**src/rtl/tuner_phy_pkg.sv**
```systemverilog
// Shared types for the tuner controller: coarse-search FSM states and the
// flag bundle that each state decodes to.
package tuner_phy_pkg;

  typedef enum logic [2:0] {
    IDLE,
    INIT,
    COMMIT,
    TUNE,
    PARK,
    DONE
  } tuner_ctrl_search_state_e;

  typedef struct packed {
    logic busy;
    logic active;
    logic refresh;
    logic tune_val;
    logic commit_rdy;
    logic done;
  } search_flags_t;

  // Handshake and status flags are a pure function of the state they are registered with.
  function automatic search_flags_t state_flags(input tuner_ctrl_search_state_e st);
    search_flags_t f;
    f            = '0;
    f.busy       = (st != IDLE);
    f.active     = (st == INIT) || (st == COMMIT) || (st == TUNE) || (st == PARK);
    f.refresh    = (st == INIT);
    f.tune_val   = (st == TUNE) || (st == PARK);
    f.commit_rdy = (st == COMMIT);
    f.done       = (st == DONE);
    return f;
  endfunction

endpackage

```
**src/rtl/tuner_ctrl_search_if.sv**
```systemverilog
// Search control/status plus the tune and commit handshakes between the
// coarse-search controller (master) and its arbiter/host (slave).
interface tuner_ctrl_search_if #(
  parameter int DAC_WIDTH = 8,
  parameter int ADC_WIDTH = 8
);

  logic                 i_search_start;
  logic                 i_search_abort;
  logic [DAC_WIDTH-1:0] i_search_code_min;
  logic [DAC_WIDTH-1:0] i_search_code_max;
  logic [DAC_WIDTH-1:0] i_search_code_stride;
  logic                 o_search_busy;
  logic                 o_search_done;
  logic                 o_search_err;
  logic [DAC_WIDTH-1:0] o_search_peak_code;
  logic [ADC_WIDTH-1:0] o_search_peak_pwr;
  logic                 o_ctrl_active;
  logic                 o_ctrl_refresh;
  logic                 o_ctrl_ring_tune_val;
  logic                 i_ctrl_ring_tune_rdy;
  logic [DAC_WIDTH-1:0] o_ctrl_ring_tune;
  logic                 i_ctrl_commit_val;
  logic                 o_ctrl_commit_rdy;
  logic [ADC_WIDTH-1:0] i_ctrl_pwr_commit;
  logic [DAC_WIDTH-1:0] i_ctrl_ring_tune_commit;

  modport master (
    input  i_search_start, i_search_abort,
    input  i_search_code_min, i_search_code_max, i_search_code_stride,
    output o_search_busy, o_search_done, o_search_err,
    output o_search_peak_code, o_search_peak_pwr,
    output o_ctrl_active, o_ctrl_refresh,
    output o_ctrl_ring_tune_val, o_ctrl_ring_tune,
    input  i_ctrl_ring_tune_rdy,
    input  i_ctrl_commit_val, i_ctrl_pwr_commit, i_ctrl_ring_tune_commit,
    output o_ctrl_commit_rdy
  );

  modport slave (
    output i_search_start, i_search_abort,
    output i_search_code_min, i_search_code_max, i_search_code_stride,
    input  o_search_busy, o_search_done, o_search_err,
    input  o_search_peak_code, o_search_peak_pwr,
    input  o_ctrl_active, o_ctrl_refresh,
    input  o_ctrl_ring_tune_val, o_ctrl_ring_tune,
    output i_ctrl_ring_tune_rdy,
    output i_ctrl_commit_val, i_ctrl_pwr_commit, i_ctrl_ring_tune_commit,
    input  o_ctrl_commit_rdy
  );

endinterface

```
**src/rtl/tuner_search_peak_track.sv**
```systemverilog
// Tracks the (code, power) pair with the strictly highest power seen since
// the last clear; ties keep the earlier sample.
module tuner_search_peak_track #(
  parameter int DAC_WIDTH = 8,
  parameter int ADC_WIDTH = 8
) (
  input  logic                 clk,
  input  logic                 rst_n,
  input  logic                 clear,
  input  logic                 update,
  input  logic [DAC_WIDTH-1:0] code,
  input  logic [ADC_WIDTH-1:0] power,
  output logic [DAC_WIDTH-1:0] peak_code,
  output logic [ADC_WIDTH-1:0] peak_pwr,
  output logic                 valid
);

  always_ff @(posedge clk) begin
    if (!rst_n) begin
      peak_code <= '0;
      peak_pwr  <= '0;
      valid     <= 1'b0;
    end else if (clear) begin
      peak_code <= '0;
      peak_pwr  <= '0;
      valid     <= 1'b0;
    end else if (update && (!valid || (power > peak_pwr))) begin
      peak_code <= code;
      peak_pwr  <= power;
      valid     <= 1'b1;
    end
  end

endmodule

```
**src/rtl/tuner_ctrl_search.sv**
```systemverilog
// Coarse-search controller: sweeps the ring-tune code min..max in strides,
// tracks the peak-power code from committed samples, then parks on it.
module tuner_ctrl_search
  import tuner_phy_pkg::*;
#(
  parameter int DAC_WIDTH = 8,
  parameter int ADC_WIDTH = 8
) (
  input  logic             i_clk,
  input  logic             i_rst_n,
  tuner_ctrl_search_if.master bus
);

  tuner_ctrl_search_state_e state;
  search_flags_t            flags;

  logic [DAC_WIDTH-1:0] cur;
  logic [DAC_WIDTH-1:0] max_code;
  logic [DAC_WIDTH-1:0] stride;
  logic [DAC_WIDTH-1:0] tune_code;
  logic [DAC_WIDTH-1:0] park_code;
  logic [DAC_WIDTH:0]   next_code;
  logic                 last_tuned;
  logic                 stale;
  logic                 err;
  logic                 cfg_bad;
  logic                 start_ok;
  logic                 tune_fire;
  logic                 commit_fire;
  logic                 peak_update;
  logic                 peak_valid;
  logic [DAC_WIDTH-1:0] peak_code;
  logic [ADC_WIDTH-1:0] peak_pwr;

  assign cfg_bad     = (bus.i_search_code_min > bus.i_search_code_max) ||
                       (bus.i_search_code_stride == '0);
  assign start_ok    = (state == IDLE) && bus.i_search_start && !bus.i_search_abort && !cfg_bad;
  assign tune_fire   = flags.tune_val && bus.i_ctrl_ring_tune_rdy;
  assign commit_fire = flags.commit_rdy && bus.i_ctrl_commit_val;
  // One extra bit so a step past the top of the DAC range is seen as "beyond max", not a wrap.
  assign next_code   = {1'b0, cur} + {1'b0, stride};
  assign peak_update = commit_fire && !stale && !bus.i_search_abort;
  assign park_code   = peak_valid ? peak_code : cur;

  tuner_search_peak_track #(
    .DAC_WIDTH (DAC_WIDTH),
    .ADC_WIDTH (ADC_WIDTH)
  ) u_peak (
    .clk       (i_clk),
    .rst_n     (i_rst_n),
    .clear     (start_ok),
    .update    (peak_update),
    .code      (bus.i_ctrl_ring_tune_commit),
    .power     (bus.i_ctrl_pwr_commit),
    .peak_code (peak_code),
    .peak_pwr  (peak_pwr),
    .valid     (peak_valid)
  );

  always_ff @(posedge i_clk) begin
    if (!i_rst_n) begin
      state      <= IDLE;
      flags      <= '0;
      cur        <= '0;
      max_code   <= '0;
      stride     <= '0;
      tune_code  <= '0;
      last_tuned <= 1'b0;
      stale      <= 1'b0;
      err        <= 1'b0;
    end else begin
      err <= 1'b0;
      // Remember the parked code so it stays on the bus after PARK is left.
      if (state == PARK) tune_code <= park_code;
      if (bus.i_search_abort) begin
        state <= IDLE;
        flags <= state_flags(IDLE);
      end else begin
        case (state)
          IDLE: begin
            if (bus.i_search_start) begin
              if (cfg_bad) begin
                err <= 1'b1;
              end else begin
                cur        <= bus.i_search_code_min;
                max_code   <= bus.i_search_code_max;
                stride     <= bus.i_search_code_stride;
                last_tuned <= 1'b0;
                stale      <= 1'b1;
                state      <= INIT;
                flags      <= state_flags(INIT);
              end
            end
          end
          INIT: begin
            state <= COMMIT;
            flags <= state_flags(COMMIT);
          end
          COMMIT: begin
            if (commit_fire) begin
              stale <= 1'b0;
              if (last_tuned) begin
                state <= PARK;
                flags <= state_flags(PARK);
              end else begin
                tune_code <= cur;
                state     <= TUNE;
                flags     <= state_flags(TUNE);
              end
            end
          end
          TUNE: begin
            if (tune_fire) begin
              if (next_code > {1'b0, max_code}) last_tuned <= 1'b1;
              else cur <= next_code[DAC_WIDTH-1:0];
              state <= COMMIT;
              flags <= state_flags(COMMIT);
            end
          end
          PARK: begin
            if (tune_fire) begin
              state <= DONE;
              flags <= state_flags(DONE);
            end
          end
          DONE: begin
            state <= IDLE;
            flags <= state_flags(IDLE);
          end
          default: begin
            state <= IDLE;
            flags <= state_flags(IDLE);
          end
        endcase
      end
    end
  end

  assign bus.o_search_busy        = flags.busy;
  assign bus.o_search_done        = flags.done;
  assign bus.o_search_err         = err;
  assign bus.o_search_peak_code   = peak_code;
  assign bus.o_search_peak_pwr    = peak_pwr;
  assign bus.o_ctrl_active        = flags.active;
  assign bus.o_ctrl_refresh       = flags.refresh;
  assign bus.o_ctrl_ring_tune_val = flags.tune_val;
  assign bus.o_ctrl_commit_rdy    = flags.commit_rdy;
  assign bus.o_ctrl_ring_tune     = (state == PARK) ? park_code : tune_code;

endmodule

```
**src/flat_wrapper.sv**
```systemverilog
// flat-port wrapper written by rule: the top's interface ports become plain ports
module tuner_ctrl_search_flat import tuner_phy_pkg::*;
#(
  parameter int DAC_WIDTH = 8,
  parameter int ADC_WIDTH = 8
)
  (i_clk, i_rst_n, bus_i_search_start, bus_i_search_abort, bus_i_search_code_min, bus_i_search_code_max, bus_i_search_code_stride, bus_o_search_busy, bus_o_search_done, bus_o_search_err, bus_o_search_peak_code, bus_o_search_peak_pwr, bus_o_ctrl_active, bus_o_ctrl_refresh, bus_o_ctrl_ring_tune_val, bus_o_ctrl_ring_tune, bus_i_ctrl_ring_tune_rdy, bus_i_ctrl_commit_val, bus_i_ctrl_pwr_commit, bus_i_ctrl_ring_tune_commit, bus_o_ctrl_commit_rdy);
  tuner_ctrl_search_if #(.DAC_WIDTH(DAC_WIDTH), .ADC_WIDTH(ADC_WIDTH)) bus_i ();
  input  logic i_clk;
  input  logic i_rst_n;
  input wire logic [$bits(bus_i.i_search_start)-1:0] bus_i_search_start;
  input wire logic [$bits(bus_i.i_search_abort)-1:0] bus_i_search_abort;
  input wire logic [$bits(bus_i.i_search_code_min)-1:0] bus_i_search_code_min;
  input wire logic [$bits(bus_i.i_search_code_max)-1:0] bus_i_search_code_max;
  input wire logic [$bits(bus_i.i_search_code_stride)-1:0] bus_i_search_code_stride;
  output wire logic [$bits(bus_i.o_search_busy)-1:0] bus_o_search_busy;
  output wire logic [$bits(bus_i.o_search_done)-1:0] bus_o_search_done;
  output wire logic [$bits(bus_i.o_search_err)-1:0] bus_o_search_err;
  output wire logic [$bits(bus_i.o_search_peak_code)-1:0] bus_o_search_peak_code;
  output wire logic [$bits(bus_i.o_search_peak_pwr)-1:0] bus_o_search_peak_pwr;
  output wire logic [$bits(bus_i.o_ctrl_active)-1:0] bus_o_ctrl_active;
  output wire logic [$bits(bus_i.o_ctrl_refresh)-1:0] bus_o_ctrl_refresh;
  output wire logic [$bits(bus_i.o_ctrl_ring_tune_val)-1:0] bus_o_ctrl_ring_tune_val;
  output wire logic [$bits(bus_i.o_ctrl_ring_tune)-1:0] bus_o_ctrl_ring_tune;
  input wire logic [$bits(bus_i.i_ctrl_ring_tune_rdy)-1:0] bus_i_ctrl_ring_tune_rdy;
  input wire logic [$bits(bus_i.i_ctrl_commit_val)-1:0] bus_i_ctrl_commit_val;
  input wire logic [$bits(bus_i.i_ctrl_pwr_commit)-1:0] bus_i_ctrl_pwr_commit;
  input wire logic [$bits(bus_i.i_ctrl_ring_tune_commit)-1:0] bus_i_ctrl_ring_tune_commit;
  output wire logic [$bits(bus_i.o_ctrl_commit_rdy)-1:0] bus_o_ctrl_commit_rdy;
  assign bus_i.i_search_start = bus_i_search_start;
  assign bus_i.i_search_abort = bus_i_search_abort;
  assign bus_i.i_search_code_min = bus_i_search_code_min;
  assign bus_i.i_search_code_max = bus_i_search_code_max;
  assign bus_i.i_search_code_stride = bus_i_search_code_stride;
  assign bus_o_search_busy = bus_i.o_search_busy;
  assign bus_o_search_done = bus_i.o_search_done;
  assign bus_o_search_err = bus_i.o_search_err;
  assign bus_o_search_peak_code = bus_i.o_search_peak_code;
  assign bus_o_search_peak_pwr = bus_i.o_search_peak_pwr;
  assign bus_o_ctrl_active = bus_i.o_ctrl_active;
  assign bus_o_ctrl_refresh = bus_i.o_ctrl_refresh;
  assign bus_o_ctrl_ring_tune_val = bus_i.o_ctrl_ring_tune_val;
  assign bus_o_ctrl_ring_tune = bus_i.o_ctrl_ring_tune;
  assign bus_i.i_ctrl_ring_tune_rdy = bus_i_ctrl_ring_tune_rdy;
  assign bus_i.i_ctrl_commit_val = bus_i_ctrl_commit_val;
  assign bus_i.i_ctrl_pwr_commit = bus_i_ctrl_pwr_commit;
  assign bus_i.i_ctrl_ring_tune_commit = bus_i_ctrl_ring_tune_commit;
  assign bus_o_ctrl_commit_rdy = bus_i.o_ctrl_commit_rdy;
  tuner_ctrl_search #(.DAC_WIDTH(DAC_WIDTH), .ADC_WIDTH(ADC_WIDTH)) u_core (.i_clk(i_clk), .i_rst_n(i_rst_n), .bus(bus_i));
endmodule
```
**config.mk**
```make
export PLATFORM = sky130hd
export DESIGN_NAME = tuner_ctrl_search_flat
export DESIGN_NICKNAME = d
export VERILOG_FILES = /design/src/rtl/tuner_phy_pkg.sv /design/src/rtl/tuner_ctrl_search_if.sv /design/src/rtl/tuner_search_peak_track.sv /design/src/rtl/tuner_ctrl_search.sv /design/src/flat_wrapper.sv
export SDC_FILE = /design/constraint.sdc
export NUM_CORES = 1
export LEC_CHECK = 0
export CORE_MARGIN = 10
export CORE_UTILIZATION = 46
export DETAILED_ROUTE_END_ITERATION = 8
export HOLD_SLACK_MARGIN = 0.1
export PLACE_DENSITY = 0.8
export SLEW_MARGIN = 10
export SYNTH_ARGS = -nofsm -noshare
export SYNTH_HDL_FRONTEND = slang
export SYNTH_SLANG_ARGS = --single-unit
```
**constraint.sdc**
```tcl
create_clock -name i_clk -period 3.2 [get_ports i_clk]
set_clock_uncertainty 0.05 [all_clocks]
set_input_delay 0.96 -clock i_clk [delete_from_list [all_inputs] [get_ports i_clk]]
set_output_delay 0.96 -clock i_clk [all_outputs]
set_load 0.005 [all_outputs]
```
==> summary.md, run 1 <==
| Metric | Value |
|---|---|
| Outcome | complete, but fails checks |
| Violated checks | setup timing |
| Inst Count DP | 625 |
| Synth cell count leaders | nand2_1, dfxtp_1, a21oi_1 |
| Drt first pass iters | 5 |
| Core ar. | 7690 um2 |
| Share of cells above drive strength 1 | 13.1% |
| Syn nets | 518 |
| Dominant cells by area after synthesis | dfxtp_1, ha_1, mux2i_1 |
| Met2 Usage GRT | 28.1% |
| Layout Cells excl Fill | 646 |
| Hold buffers post-CTS | 0 |
| Slew headroom | 63.8% |
| Via count | 3534 |
| Detailed Route WL | 10400 um |
| Syn_area_per_cell | 8.20 um2 |
| Cell Area, Placed | 4630 um2 |
| Initial antenna violation count | 0 |
| Die span in x | 108 um |
| YS warnings | 0 |
| Ant. Diodes | 0 |
| RSZ-0062 raised after global routing | yes |
| Final period util | 105% |
| Worst setup margin | -158 ps |
| Setup CP Type | reg2reg |
| Largest net degree at the start of global routing | 35 |
| Post-synth top area cell | dfxtp_1 |
| Final setup vio count | 9 |
| Final hold violations | 0 |
| Post-synth cell types | 49 |
| Initial detailed-routing violation count | 309 |
| Row cnt | 32 |
| Slowest CP cell | fa_2 |
| Global-route wire length before repair | 16700 um |
| Worst skew pair latency | 340 ps |
| P&R area growth vs syn | 38.4% |
| Via density | 5.47 |
| Crit path capture type | flop |
| H-tree depth | 3 |
| Final Slew Violations | 0 |
| Most frequent cell after synthesis | nand2_1 |
| Crit-path cells | ha_4 -> fa_2 -> a211oi_2 -> nor2_1 -> o21ai_1 -> a22oi_2 -> ha_1 -> a211oi_2 -> o211ai_1 -> o211ai_1 -> buf_4 -> o2111ai_4 -> a221oi_2 -> nor3_1 |
| Worst Setup Start Kind | flop |
| Leak Pwr | 1.94 nW |
| Req. time, crit path | 3370 ps |
| Initial core utilization | 46.8% |
| Power density over the cells | 409 nW/um2 |
| DRC Markers | 0 |
| GRT busiest layer | met2 |
| CTS tree | yes |
| Die height | 108 um |
| Post-DP HPWL | 7970 um |
| Max-cap viol count | 0 |
| IO buf count | 76 |
| CTS sink count | 61 |
| Clk slew on worst S/H paths | 70 ps |
| Register area share after synthesis | 33.9% |
| Max clock buf depth | 2 |
| Worst Max-Slew Pin Slew | 543 ps |
| Area fraction of the dominant cell type after synthesis | 33.9% |
| GR Util met3 | 6.01% |
| Fillers | 656 |
| Post-DRT Antenna Nets | 0 |
| Synthesized flop and latch total | 61 |
| Final Cell Area | 4980 um2 |
| Mapped Area | 3600 um2 |
| Worst ir drop on vdd | 0.000228 V |
| Gr usage total | 17.5% |
| Min Tclk post-route | 3360 ps |
| GP Congestion | 0.917 |
| Post-Syn Instances | 439 |
| Post-synth EDFFs | 0 |
| GR Util met1 | 20.8% |
| Clock buffer count from CTS | 9 |
| Wirelength per Cell | 16.0 um |
| Area of the multi-input gates | 2250 um2 |
| FF+latch area | 1220 um2 |
| Synth Flop Type | dfxtp_1 |
| CTS root buffer | clkbuf_8 |
| GR Overflow Total | 0 |
| Fmax | 298 MHz |
| Critical path fanouts, max | 3 |
| Async SR Flop Fraction | 0% |
| Vias in the first global route | 3531 |
| TNS Setup | -794 ps |
| Max incr delay on CP | 380 ps |
| Layout Nets | 618 |
| Die area | 11800 um2 |
| Hold Path Class | reg2reg |
| I/O Pins | 77 |
| Arr. time, crit path | 3530 ps |
[final timing paths]
path / slack [ps] / end / depth (start not counted) / start
worst max register to register: -160 / u_core.cur[6]$_SDFFE_PN0P_ / 14 / u_core.cur[0]$_SDFFE_PN0P_
worst min register to register: 410 / u_core.max_code[4]$_SDFFE_PN0P_ / 2 / u_core.max_code[4]$_SDFFE_PN0P_
worst min-delay path: 410 / u_core.max_code[4]$_SDFFE_PN0P_ / 2 / u_core.max_code[4]$_SDFFE_PN0P_
worst max-delay path: -160 / u_core.cur[6]$_SDFFE_PN0P_ / 14 / u_core.cur[0]$_SDFFE_PN0P_
[critical path: cells and delay by family, from the launching register on]
| family | cells | cell delay, ps |
|---|---|---|
| buffers and inverters | 1 | 170 |
| flip-flops | 1 | 340 |
| AO/OA/AOI/OAI | 8 | 1620 |
| AND/OR/NAND/NOR | 2 | 180 |
| adder cells (fa/ha/maj) | 3 | 880 |
[state kept, by name (all words and copies together) (netlist names), 3 cells and up]
register	count
u_core.u_peak.peak_code	8
u_core.stride	8
u_core.state	3
u_core.cur	8
u_core.u_peak.peak_pwr	8
u_core.max_code	8
u_core.tune_code	8
[power breakdown]
| group | internal, mW | leakage, nW | switching, mW |
|---|---|---|---|
| combinational | 0.205 | 1.32 | 0.198 |
| sequential | 0.781 | 0.495 | 0.0175 |
| clock | 0.538 | 0.121 | 0.301 |
[kinds of logic after synthesis]
family	Yosys count	synth area share, %
and+or+nand+nor	155	19.9
DFF	61	33.9
buffers and inverters	50	5.80
adders and majority gates	33	11.7
xor gates and xnor gates	5	1.22
muxes	35	9.73
AOI/OAI and AO/OA	100	17.8
[metal layers]
metal / vias to the layer above / wire, um
li1: 1736 / -
met1: 1647 / 4600
met2: 131 / 4720
met3: 20 / 801
met4: 0 / 238
met5: - / 0
[metrics by stage]
step	worst slack [ps]	total power [mW]	hold slack, ps	util, %
after CTS	-12.8	2.03	407	63.9
after global routing	-337	2.13	432	64.8
after global placement	-115	1.15	395	60.3
after detailed placement	-330	1.17	398	60.3
final	-158	2.04	407	64.8
after floorplan	7.23	1.01	386	-
[cell type report]
class                      instances  area share [%]
inverter                          32            2.41
tap                              102            2.56
clock inverter                     4            1.91
timing repair buffer             107            20.4
clock buffer                      12            2.91
sequential                        61            24.6
multi-input combinational        328            45.2
[what timing repair did]
action | 4_1_cts | 5_1_grt
resized for setup | 8 | 10
setup buffers | 3 | 2
endpoints found under the setup margin | 9 | 17
pin swaps | 17 | 17
[cell usage in the layout (no fill, tap or decap), types with 4 or more instances in the layout]
cell / Yosys / layout
clkdlybuf4s50_1: 0 / 76
nor3_2: 3 / 4
dfxtp_1: 61 / 58
buf_4: 0 / 29
a21o_1: 4 / 4
nand3_1: 4 / 4
a21oi_1: 44 / 43
nand2_1: 85 / 84
ha_1: 32 / 31
o21a_1: 7 / 7
xnor2_1: 4 / 4
a211oi_2: 0 / 4
o21ai_0: 16 / 14
inv_1: 30 / 30
nand4_1: 7 / 7
nor2_1: 25 / 25
clkbuf_8: 0 / 10
mux2i_1: 35 / 35
nor3_1: 13 / 12
(Power assumes the default switching activity.)
==> run 2, diff against run 1 <==
--- a/config.mk
+++ b/config.mk
@@ -5,11 +5,12 @@
 export SDC_FILE = /design/constraint.sdc
 export NUM_CORES = 1
 export LEC_CHECK = 0
+export CAP_MARGIN = 20
 export CORE_MARGIN = 10
 export CORE_UTILIZATION = 46
 export DETAILED_ROUTE_END_ITERATION = 8
 export HOLD_SLACK_MARGIN = 0.1
-export PLACE_DENSITY = 0.8
+export PLACE_DENSITY = 0.74
 export SLEW_MARGIN = 10
 export SYNTH_ARGS = -nofsm -noshare
 export SYNTH_HDL_FRONTEND = slang
==> summary.md, run 2 (synthesis results as in run 1) <==
| Metric | Value |
|---|---|
| Initial antenna violation count | 0 (unchanged) |
| DRC Markers | 0 (unchanged) |
| Detailed Route WL | 10200 um (-1.2%) |
| Max-cap viol count | 0 (unchanged) |
| Worst Setup Start Kind | flop |
| Worst Max-Slew Pin Slew | 573 ps (+29.6 ps) |
| Commonest non-fill, non-tap cell in the layout | nand2_1 |
| Final hold violations | 0 (unchanged) |
| Final setup vio count | 8 (-1) |
| Largest net degree at the start of global routing | 35 (unchanged) |
| Req. time, crit path | 3360 ps (about the same) |
| Top Metal Used | met4 |
| Fmax | 309 MHz (+3.7%) |
| Die span in x | 108 um (unchanged) |
| Via count | 3470 (-1.8%) |
| Gr usage total | 17.2% (-0.32 points) |
| Post-DP HPWL | 7970 um (about the same) |
| Violated checks | setup timing |
| Drt first pass iters | 4 (-1) |
| Fin Hold WS | 407 ps (+0.0160 ps) |
| P&R area growth vs syn | 38.3% |
| Initial core utilization | 46.8% (unchanged) |
| Layout Nets | 618 (unchanged) |
| Most frequent cells in the layout | nand2_1, clkdlybuf4s50_1, dfxtp_1 |
| Leak Pwr | 1.94 nW (+0.22%) |
| Core ar. | 7690 um2 (unchanged) |
| Ant. Diodes | 0 (unchanged) |
| Critical path fanouts, max | 3 (unchanged) |
| GP Congestion | 0.874 (-4.6%) |
| Crit path capture type | flop |
| Wire length on met1 | 4490 um (-2.4%) |
| Clk slew on worst S/H paths | 70 ps (about the same) |
| CTS root buffer | clkbuf_8 |
| Final period util | 101% (-3.7 points) |
| Initial detailed-routing violation count | 184 (-40%) |
| Arr. time, crit path | 3400 ps (-130 ps) |
| Power density over the cells | 405 nW/um2 (-1.2%) |
| RSZ-0062 raised after global routing | yes |
| TNS Setup | -188 ps (+606 ps) |
| Worst skew pair latency | 340 ps (about the same) |
| Max clock buf depth | 2 (unchanged) |
| Global-route wire length before repair | 16500 um (-0.83%) |
| Post-DRT Antenna Nets | 0 (unchanged) |
| Pwr Total | 2.01 mW (-1.3%) |
| Clock buffer count from CTS | 9 (unchanged) |
| GR Overflow Total | 0 (unchanged) |
| Fillers | 665 (+1.4%) |
| Worst setup margin | -39.1 ps (+119 ps) |
| Outcome | complete, but fails checks |
| Die height | 108 um (unchanged) |
| Row cnt | 32 (unchanged) |
| IO buf count | 76 (unchanged) |
| Final Slew Violations | 0 (unchanged) |
| Share of cells above drive strength 1 | 12.9% (-0.18 points) |
| Met2 Wirelength | 4900 um (+3.7%) |
| Pre-CTS WS | -238 ps (+91.9 ps) |
| CTS tree | yes |
| Hold Path Class | reg2reg |
| Area of the multi-input gates | 2240 um2 (-0.33%) |
| Hold buffers post-CTS | 0 (unchanged) |
| CTS sink count | 61 (unchanged) |
| Setup CP Type | reg2reg |
| Worst ir drop on vdd | 0.000213 V (-6.6%) |
| Met3 routed WL | 675 um (-16%) |
| Utilization after layout | 64.8% (-0.065 points) |
| Min Tclk post-route | 3240 ps (-119 ps) |
| I/O Pins | 77 (unchanged) |
| Die area | 11800 um2 (unchanged) |
| Slew headroom | 61.5% (-2.2 points) |
| FF+latch area | 1220 um2 (-0.10%) |
| Via density | 5.37 (-1.8%) |
| Wirelength per Cell | 15.8 um (-1.2%) |
| Vias in the first global route | 3529 (-0.057%) |
| H-tree depth | 3 (unchanged) |
-- run 2: cell types whose count changed in the layout (fill, tap and decap cells not counted), moves of 2 or more --
cell and delta:
a211oi_2 -2, clkbuf_1 -2, a211oi_1 +2, clkbuf_8 +3
-- run 2: critical path, stage by stage (launching register included) --
cell and delay, ps:
dfxtp_2 340, ha_4 170, fa_2 370, buf_4 150
a21o_1 180, a21oi_2 140, xnor2_1 100, ha_1 330
nand4_1 140, o32a_1 380, o211ai_1 120, buf_4 170
o2111ai_4 140, a221oi_2 270, nor3_1 70
-- run 2: stage by stage --
step                cell area (um2)  std cells
floorplan                      3610        439
finish                         4980        646
global placement               4650        627
global route                   4980        646
CTS                            4920        645
detailed placement             4650        627
-- run 2: timing repair --
item / 4_1_cts / 5_1_grt
resized for setup: 7 / 8
buffers inserted: 2 / 1
setup endpoints to repair: 9 / 9
pin swaps: 16 / 4
-- run 2: layer usage --
layer | global-route usage [%] | vias up
met5 | 0 | -
met4 | 7.25 | 0
met3 | 4.82 | 15
met2 | 29.3 | 104
met1 | 19.7 | 1606
li1 | - | 1745
-- run 2: where the power goes --
part / total, mW / internal, mW / switching (mW)
Combinational: 0.391 / 0.196 / 0.194
Clock: 0.826 / 0.523 / 0.303
Sequential: 0.798 / 0.781 / 0.0172
-- run 2: final timing paths --
check | start | endpoint | slack, ps | depth (start not counted)
setup / recovery | u_core.stride[0]$_SDFFE_PN0P_ | u_core.cur[6]$_SDFFE_PN0P_ | -40 | 14
hold / removal | u_core.max_code[6]$_SDFFE_PN0P_ | u_core.max_code[6]$_SDFFE_PN0P_ | 410 | 2
setup reg to reg | u_core.stride[0]$_SDFFE_PN0P_ | u_core.cur[6]$_SDFFE_PN0P_ | -40 | 14
hold reg to reg | u_core.max_code[6]$_SDFFE_PN0P_ | u_core.max_code[6]$_SDFFE_PN0P_ | 410 | 2
-- run 2: cell type report --
cell class	instances	share of cell area, %
Clock buffer	13	3.59
Inverter	32	2.41
Sequential cell	61	24.6
Clock inverter	3	1.31
Multi-Input combinational cell	328	45.1
Timing Repair Buffer	107	20.5
Tap cell	102	2.56
==> run 3, diff against run 2 <==
--- a/config.mk
+++ b/config.mk
@@ -5,12 +5,12 @@
 export SDC_FILE = /design/constraint.sdc
 export NUM_CORES = 1
 export LEC_CHECK = 0
-export CAP_MARGIN = 20
+export CAP_MARGIN = 5
 export CORE_MARGIN = 10
-export CORE_UTILIZATION = 46
+export CORE_UTILIZATION = 54
 export DETAILED_ROUTE_END_ITERATION = 8
 export HOLD_SLACK_MARGIN = 0.1
-export PLACE_DENSITY = 0.74
+export PLACE_DENSITY = 0.82
 export SLEW_MARGIN = 10
 export SYNTH_ARGS = -nofsm -noshare
 export SYNTH_HDL_FRONTEND = slang
==> constraint.sdc (replaced) <==
create_clock -name i_clk -period 4 [get_ports i_clk]
set_clock_uncertainty 0.05 [all_clocks]
set_input_delay 1.2 -clock i_clk [delete_from_list [all_inputs] [get_ports i_clk]]
set_output_delay 1.2 -clock i_clk [all_outputs]
set_load 0.005 [all_outputs]
==> summary.md, run 3 (synthesis results as in run 1) <==
| Metric | Value |
|---|---|
| Reg2reg end | u_core.cur[0]$_SDFFE_PN0P_ |
| Switching Share | 26.8% (+1.3 points) |
| Top cell by count, worst path | a211oi_1 |
| Post-DRT Antenna Nets | 0 (unchanged) |
| Commonest non-fill, non-tap cell in the layout | nand2_1 |
| Flop pwr share | 44.6% (+5.0 points) |
| Req. time, crit path | 4160 ps (+800 ps) |
| Max incr delay on CP | 480 ps (+100 ps) |
| Max-cap viol count | 0 (unchanged) |
| Power density over the cells | 311 nW/um2 (-23%) |
| CTS sink count | 61 (unchanged) |
| GP Congestion | 0.918 (+5.0%) |
| Worst Setup Start Kind | flop |
| Buffer count from post-CTS setup fixing | 0 (-2) |
| Area of the multi-input gates | 2170 um2 (-3.3%) |
| Share of cells above drive strength 1 | 6.13% (-6.7 points) |
| Fin Hold WS | 405 ps (-1.31 ps) |
| Worst Reg-to-Reg Cells | 12 (-2) |
| Ant. Diodes | 0 (unchanged) |
| Outcome | finished, final reports clean |
| Hold EP | u_core.max_code[4]$_SDFFE_PN0P_ |
| Die area | 10300 um2 (-12%) |
| Arr. time, crit path | 3870 ps (+470 ps) |
| FF+latch area | 1220 um2 (-0.20%) |
| DRC Markers | 0 (unchanged) |
| Row cnt | 29 (-9.4%) |
| Hold Path Class | reg2reg |
| CTS root buffer | clkbuf_8 |
| CTS tree | yes |
| Psw | 0.386 mW (-25%) |
| Worst setup margin | 296 ps (+335 ps) |
| Slew headroom | 46.5% (-15 points) |
| Detailed Route WL | 9510 um (-7.0%) |
| Largest net degree at the start of global routing | 35 (unchanged) |
| Reg2Reg Setup Slack | 300 ps (+330 ps) |
| Pre-CTS WS | 194 ps (+432 ps) |
| Die span in x | 102 um (-6.3%) |
| Fmax | 270 MHz (-13%) |
| Min-Delay Path Depth | 2 (unchanged) |
| Final Slew Violations | 0 (unchanged) |
| Crit-path cells | ha_1 -> fa_1 -> a211oi_1 -> o21ai_0 -> a22oi_1 -> ha_1 -> a211oi_1 -> o211ai_1 -> o211ai_1 -> o2111a_1 -> nor3_1 -> a211oi_1 |
| Gr usage total | 18.8% (+1.6 points) |
| IO buf count | 76 (unchanged) |
| Initial core utilization | 56.0% (+9.2 points) |
| Clk slew on worst S/H paths | 70 ps (about the same) |
| Gate power share | 17.9% (-1.5 points) |
| Worst Max-Slew Pin Slew | 802 ps (+230 ps) |
| Initial detailed-routing violation count | 181 (-1.6%) |
| Core ar. | 6420 um2 (-16%) |
| Post-CTS resize count | 0 (-7) |
| Worst skew pair latency | 340 ps (about the same) |
| Layout Nets | 596 (-3.6%) |
| Final period util | 92.6% (-8.6 points) |
| Clock power share | 37.5% (-3.5 points) |
| Vias in the first global route | 3310 (-6.2%) |
| Min-Delay Startpoint | u_core.max_code[4]$_SDFFE_PN0P_ |
| GR Overflow Total | 0 (unchanged) |
| Slowest CP cell | fa_1 |
| Global-route wire length before repair | 15800 um (-4.6%) |
| Die height | 102 um (-6.3%) |
| Final setup vio count | 0 (-8) |
| R2r startpoint | u_core.stride[0]$_SDFFE_PN0P_ |
| Crit path capture type | flop |
| Final hold violations | 0 (unchanged) |
| P&R area growth vs syn | 28.6% |
| Worst ir drop on vdd | 0.000290 V (+36%) |
| Clock buffer count from CTS | 9 (unchanged) |
| Leak Pwr | 1.78 nW (-8.6%) |
| Utilization after layout | 72.1% (+7.3 points) |
| Via count | 3434 (-1.0%) |
| RSZ-0062 raised after global routing | no |
| I/O Pins | 77 (unchanged) |
| Drt first pass iters | 4 (unchanged) |
| Critical path fanouts, max | 7 (+4) |
| Max clock buf depth | 2 (unchanged) |
| Fillers | 504 (-24%) |
| Post-DP HPWL | 7430 um (-6.8%) |
| H-tree depth | 3 (unchanged) |
| TNS Setup | 0 ps (+188 ps) |
| Initial antenna violation count | 0 (unchanged) |
| Min Tclk post-route | 3700 ps (+465 ps) |
| Wirelength per Cell | 15.9 um (+0.29%) |
| Most frequent cells in the layout | nand2_1, clkdlybuf4s50_1, dfxtp_1 |
| Hold buffers post-CTS | 0 (unchanged) |
| Via density | 5.73 (+6.7%) |
| Pint | 1.05 mW (-30%) |
| Setup CP Type | reg2reg |
[run 3: cell type report]
| type | count | area share (%) |
|---|---|---|
| Multi-Input combinational cell | 328 | 46.9 |
| Sequential cell | 61 | 26.4 |
| Timing Repair Buffer | 85 | 17.9 |
| Clock buffer | 12 | 3.14 |
| Inverter | 32 | 2.60 |
| Tap cell | 77 | 2.08 |
| Clock inverter | 4 | 1.03 |
[run 3: layer usage]
| layer | up-vias | track usage (%) | wire [um] | part of all wire, % |
|---|---|---|---|---|
| met5 | - | 0 | 0 | 0 |
| met4 | 0 | 6.93 | 139 | 1.5 |
| met3 | 11 | 5.38 | 677 | 7.1 |
| met2 | 116 | 32.5 | 4600 | 48 |
| met1 | 1608 | 21.5 | 4090 | 43 |
| li1 | 1699 | - | - | - |
[run 3: worst max-delay path by stage]
stage                     slack [ps]  depth (start not counted)                           from                         end
after floorplan                  750                         12     u_core.cur[0]$_SDFFE_PN0P_  u_core.cur[1]$_SDFFE_PN0P_
after global placement           260                          8       bus_i_search_code_max[7]  u_core.cur[0]$_SDFFE_PN0P_
after detailed placement         190                          8       bus_i_search_code_max[7]  u_core.cur[0]$_SDFFE_PN0P_
after CTS                        300                         12  u_core.stride[0]$_SDFFE_PN0P_  u_core.cur[0]$_SDFFE_PN0P_
after global routing              30                         12  u_core.stride[0]$_SDFFE_PN0P_  u_core.cur[0]$_SDFFE_PN0P_
final                            300                         12  u_core.stride[0]$_SDFFE_PN0P_  u_core.cur[0]$_SDFFE_PN0P_
[run 3: power groups by stage]
stage                     clock network, mW  logic [mW]  registers, mW
after floorplan                           0       0.160          0.648
after global placement                    0       0.248          0.654
after detailed placement                  0       0.255          0.654
after CTS                             0.547       0.258          0.641
after global routing                  0.577       0.288          0.643
final                                 0.540       0.257          0.641
[run 3: stage by stage]
stage / power [mW] / std cells / area [um2]
detailed placement: 0.909 / 583 / 4440
finish: 1.44 / 599 / 4630
global placement: 0.902 / 583 / 4440
CTS: 1.44 / 599 / 4630
global route: 1.51 / 599 / 4630
floorplan: 0.808 / 439 / 3600
[run 3: critical path, delay by kind of cell, from the launching register on]
family                   cells  cell delay [ps]
flip-flops                   1              320
AND/OR/NAND/NOR              1               80
AO/OA/AOI/OAI                8             2110
adder cells (fa/ha/maj)      3             1020
